File: src/rtl/dmem_mmio_responder.sv
// Data-memory responder: word RAM plus GPIO, cycle counter, optional down-timer.
// Define MMIO_TIMER_EN to build the TLOAD/TSTAT timer and timer_irq.
module dmem_mmio_responder #(
  parameter int          ADDR_WIDTH = 6,
  parameter logic [31:0] MMIO_BASE  = 32'h0000_1000
) (
  input  logic        clk,
  input  logic        reset,
  input  logic        MemWrite,
  input  logic [31:0] Mem_WrAddr,
  input  logic [31:0] Mem_WrData,
  output logic [31:0] ReadData,
  output logic [7:0]  gpio_out,
  output logic        timer_irq
);

  localparam int RAM_WORDS = 1 << ADDR_WIDTH;

  logic [31:0] r_ram [RAM_WORDS];
  logic [7:0]  r_gpio;
  logic [31:0] r_cycle;

  logic                  w_ram_sel;
  logic                  w_mmio_sel;
  logic [ADDR_WIDTH-1:0] w_idx;
  logic [1:0]            w_off;
  logic                  w_wr_gpio;

  assign w_ram_sel  = (Mem_WrAddr >> (ADDR_WIDTH + 2)) == 32'd0;
  assign w_mmio_sel = Mem_WrAddr[31:4] == MMIO_BASE[31:4];
  assign w_idx      = Mem_WrAddr[ADDR_WIDTH+1:2];
  assign w_off      = Mem_WrAddr[3:2];
  assign w_wr_gpio  = MemWrite && w_mmio_sel && (w_off == 2'd0);

  // RAM is not reset and still accepts writes on a reset edge
  always_ff @(posedge clk) begin
    if (MemWrite && w_ram_sel)
      r_ram[w_idx] <= Mem_WrData;
  end

  always_ff @(posedge clk) begin
    if (reset) begin
      r_gpio  <= 8'd0;
      r_cycle <= 32'd0;
    end else begin
      r_cycle <= r_cycle + 32'd1;
      if (w_wr_gpio)
        r_gpio <= Mem_WrData[7:0];
    end
  end

  assign gpio_out = r_gpio;

`ifdef MMIO_TIMER_EN
  logic [31:0] r_count;
  logic        r_expired;
  logic        w_wr_tload;
  logic        w_wr_tstat;
  logic        w_expire;

  assign w_wr_tload = MemWrite && w_mmio_sel && (w_off == 2'd2);
  assign w_wr_tstat = MemWrite && w_mmio_sel && (w_off == 2'd3);
  assign w_expire   = r_count == 32'd1;

  // Load beats expiry; expiry beats a status clear
  always_ff @(posedge clk) begin
    if (reset) begin
      r_count   <= 32'd0;
      r_expired <= 1'b0;
    end else if (w_wr_tload) begin
      r_count   <= Mem_WrData;
      r_expired <= 1'b0;
    end else begin
      if (r_count != 32'd0)
        r_count <= r_count - 32'd1;
      if (w_expire)
        r_expired <= 1'b1;
      else if (w_wr_tstat && Mem_WrData[0])
        r_expired <= 1'b0;
    end
  end

  assign timer_irq = r_expired;
`else
  assign timer_irq = 1'b0;
`endif

  always_comb begin
    ReadData = 32'd0;
    if (w_ram_sel) begin
      ReadData = r_ram[w_idx];
    end else if (w_mmio_sel) begin
      case (w_off)
        2'd0:    ReadData = {24'd0, r_gpio};
        2'd1:    ReadData = r_cycle;
`ifdef MMIO_TIMER_EN
        2'd2:    ReadData = r_count;
        2'd3:    ReadData = {30'd0, r_count != 32'd0, r_expired};
`endif
        default: ReadData = 32'd0;
      endcase
    end
  end

endmodule

File: config.mk
export PLATFORM = sky130hd
export DESIGN_NAME = dmem_mmio_responder
export DESIGN_NICKNAME = d
export VERILOG_FILES = /design/src/rtl/dmem_mmio_responder.sv
export SDC_FILE = /design/constraint.sdc
export NUM_CORES = 2
export LEC_CHECK = 0
export CAP_MARGIN = 20
export CORE_MARGIN = 1.5
export CORE_UTILIZATION = 35
export CTS_CLUSTER_SIZE = 25
export DETAILED_ROUTE_END_ITERATION = 10
export GPL_TIMING_DRIVEN = 1
export PLACE_DENSITY = 0.48
export SYNTH_ARGS = -nofsm -noshare
export SYNTH_HDL_FRONTEND = slang
export SYNTH_SLANG_ARGS = --single-unit
File: constraint.sdc
create_clock -name clk -period 4.3 [get_ports clk]
set_input_delay 1.075 -clock clk [delete_from_list [all_inputs] [get_ports clk]]
set_output_delay 1.075 -clock clk [all_outputs]
set_load 0.01 [all_outputs]
==> impl_results.md <==
* Cts bufs inserted at 215
* Die area at 232600 µm²
* Largest area contributor in the netlist: edfxtp_1
* Sequential cell area at ~62000 µm²
* TritonRoute pass-1 iters at 5
* Yosys warning count at 0
* Seq/Total Area, Yosys at 77.49%
* Slew HR at 22.80%
* Power density over cell area at roughly 410 nW/µm²
* Number of I/O pins at 108
* Critical path endpoint category: output port
* Cell-internal power at 33.44 mW
* Sw Ratio at 22.20%
* Die X at around 480 µm
* Worst path arrival time at 3.57 ns
* Startpoint types: input pin
* Nets at 4938
* Period utilization at 108.0%
* Synth top area cells: edfxtp_1 (76%), mux4_2 (12%), mux2i_1 (2.1%)
* Hold_buf cts at 0
* First-pass GRT wire length at 377.5 mm
* CTS tree: yes
* Vias in the first global route at ~45000
* Fmax at 215.3 MHz
* Flop pwr share at 52.0%
* Skew final at around 0.017 ns
* Clock power share at 41.5%
* VDD IR max at between 0.4 and 0.5 mV
* # setup viols final at 31
* Combinational Power Share at 6.5%
* Highest-delay cell along the critical path: mux4_2
* Placer Congestion at about 0.85
* Clock root buffer: clkbuf_16
* DRC at 0
* Worst slew pin tran at ~1.2 ns
* DR vias at approximately 45000
* Most common cell in the netlist: edfxtp_1
* Vias per inst at 5.551
* Top post-synthesis cells by count: edfxtp_1 (2048), mux4_2 (439), mux2i_1 (166)
* Pins Over Slew Limit at 0
* Final Hold Fails at 0
* Leakage dissipation at 34.05 nW
* Clock Latency Late Sink at 0.87 ns
* Min setup slack post-route at -0.3453 ns
* Port bufs at 104
* WL/cell at 34.31 µm
* Net switching power at 9.539 mW
* Finished Cell Area at between 100000 and 150000 µm²
* Met3 GRT Util at 3.161%
* Placed cell areas at 92760 µm²
* Synth cell types at 70
* Area grow syn2layout at 29.23%
* Status: finished, violations left
* Post-detail-place hpwl at 181.6 mm
* Total Neg Setup Slack at -5.441 ns
* Hold Path Class: flop to flop
* Crit Path Class: input pin to output port
* Failing checks: negative setup slack
* Fraction of layout instances using a drive strength above 1 at 41.65%
* Final ANT Viol Nets at 0
* RSZ-0062 raised after global routing: true
* Worst path cell trace: buf_16, buf_16, buf_16, buf_16, buf_12, mux4_2, a22o_1, a221oi_2, buf_4, a31oi_4, a221o_2, buf_6
* Syn_area_per_cell at approximately 21 µm²
* Synth top area share at 76.50%
* CP max stage delay at 0.48 ns
* Footprint of the multi-input gates at between 15000 and 20000 µm²
* M1 GR Usage at 33.80%
* Core area at between 200000 and 250000 µm²
* Post-synth net total at 3859
* Tmin final at 4.645 ns
* GRT Total Usage at 23.78%
* Die Ht at 482.3 µm
* Worst path required time at 3.22 ns
* Area of the mapped netlist at 80390 µm²
* Post-synth ARST share at 0%
* Tot Pwr at 42.98 mW
* Top FF cell, synth: edfxtp_1
* Clock Sinks at 2088
* Crit-path most repeated cell: buf_16
* Final wirelength at 276.4 mm
* CP max FO at 5
* Clock-pin slew on the worst setup and hold paths at around 0.06 ns
* Initial Utilization at roughly a third
* Fillers at between 15000 and 20000
* Max Root-Sink Buffers at 3
* Largest net degree at the start of global routing at 65
* Met2 track demand over resource at between 30% and 40%
* Busiest grt layer: met2
* Number of synthesized flops with an enable pin at between 2000 and 2500
* Syn Inst Count at around 3800
* FF+latch count, synth at 2088
* Pre-CTS setup slack at -1.656 ns
* Total gr overflow at 0
* Antenna violations before repair at 12
* CTS H-tree lvls at 4
* Row count at 175
* Starting DRC count in detailed routing at 5216
* Max_cap viols at 0
## layer usage
layer  share of wire, %  vias up
li1                   -    18220
met1                 43    24610
met2                 49     1594
met3                5.7      290
met4                2.3        4
met5             0.0080        -
## what timing repair did
| item | 4_1_cts | 5_1_grt |
|---|---|---|
| setup buffers | 142 | 54 |
| gates resized for setup | 637 | 114 |
| setup endpoints to repair | 32 | 32 |
| cloned | 13 | 0 |
| pin swaps | 158 | 102 |
## worst paths after layout
path | from | to | slack, ns | depth (start not counted)
min | r_cycle[0] | r_cycle[0] | 0.47 | 1
min reg2reg | r_cycle[0] | r_cycle[0] | 0.47 | 1
max | Mem_WrAddr[2] | ReadData[18] | -0.35 | 12
max reg2reg | r_cycle[12] | r_cycle[31] | 2.13 | 6
## cell type report
cell class	count	share of cell area (%)
clock inverters	121	0.9863
well taps	3009	3.624
multi-input cells	1493	18.39
clock buffers	271	5.451
inverters	9	0.03372
diodes	2	0.004817
repair buffers	1063	11.55
flip-flops and latches	2088	59.96
## sequential cells by signal (all words and copies together) (netlist names)
| signal | flops |
|---|---|
| r_ram | 2048 |
| r_cycle | 32 |
| gpio_out | 8 |
## worst max-delay path: cells and delay by family
kind | cells | cell delay [ns]
AOI/OAI and AO/OA | 4 | 0.94
muxes | 1 | 0.48
buffers and inverters | 7 | 1.02
## cell usage in the layout, fill, tap and decap left out, types with 55 or more instances in the layout
cell type | synthesis | final
clkinv_1 | 2 | 55
a22oi_2 | 0 | 62
mux2i_1 | 166 | 158
nor2_4 | 0 | 76
buf_12 | 4 | 229
buf_6 | 23 | 115
buf_4 | 34 | 599
a22oi_1 | 139 | 77
mux4_2 | 439 | 439
edfxtp_1 | 2048 | 2048
nor2_1 | 146 | 62
nand2_1 | 108 | 96
clkbuf_16 | 0 | 217
## power groups by stage
| stage | clock, mW | sequential [mW] | combinational, mW |
|---|---|---|---|
| floorplan | 0 | 22.8 | 0.965 |
| global placement | 0 | 22.8 | 2.32 |
| detailed placement | 0 | 22.8 | 2.34 |
| CTS | 18.2 | 22.3 | 2.75 |
| global route | 19.0 | 22.3 | 2.91 |
| finish | 17.9 | 22.3 | 2.79 |
## per-stage QoR
step           cells  hold slack (ns)  util [%]
4_1_cts         8020           0.4647     45.27
3_3_place_gp    7494           0.4389     40.67
6_report        8056           0.4651     45.58
3_5_place_dp    7497           0.4508     40.69
2_1_floorplan   3791           0.4252         -
5_1_grt         8055           0.5134     45.58
## cell families after synthesis
logic type               share of synthesized area [%]
flip-flops                                       77.49
multiplexers                                     14.46
AND/OR/NAND/NOR                                  2.523
AO/OA/AOI/OAI                                    3.601
buffers and inverters                            1.616
XOR/XNOR                                        0.2833
adder cells (fa/ha/maj)                        0.01556
other                                         0.004665
No activity file was read; power rests on OpenSTA's default activity.
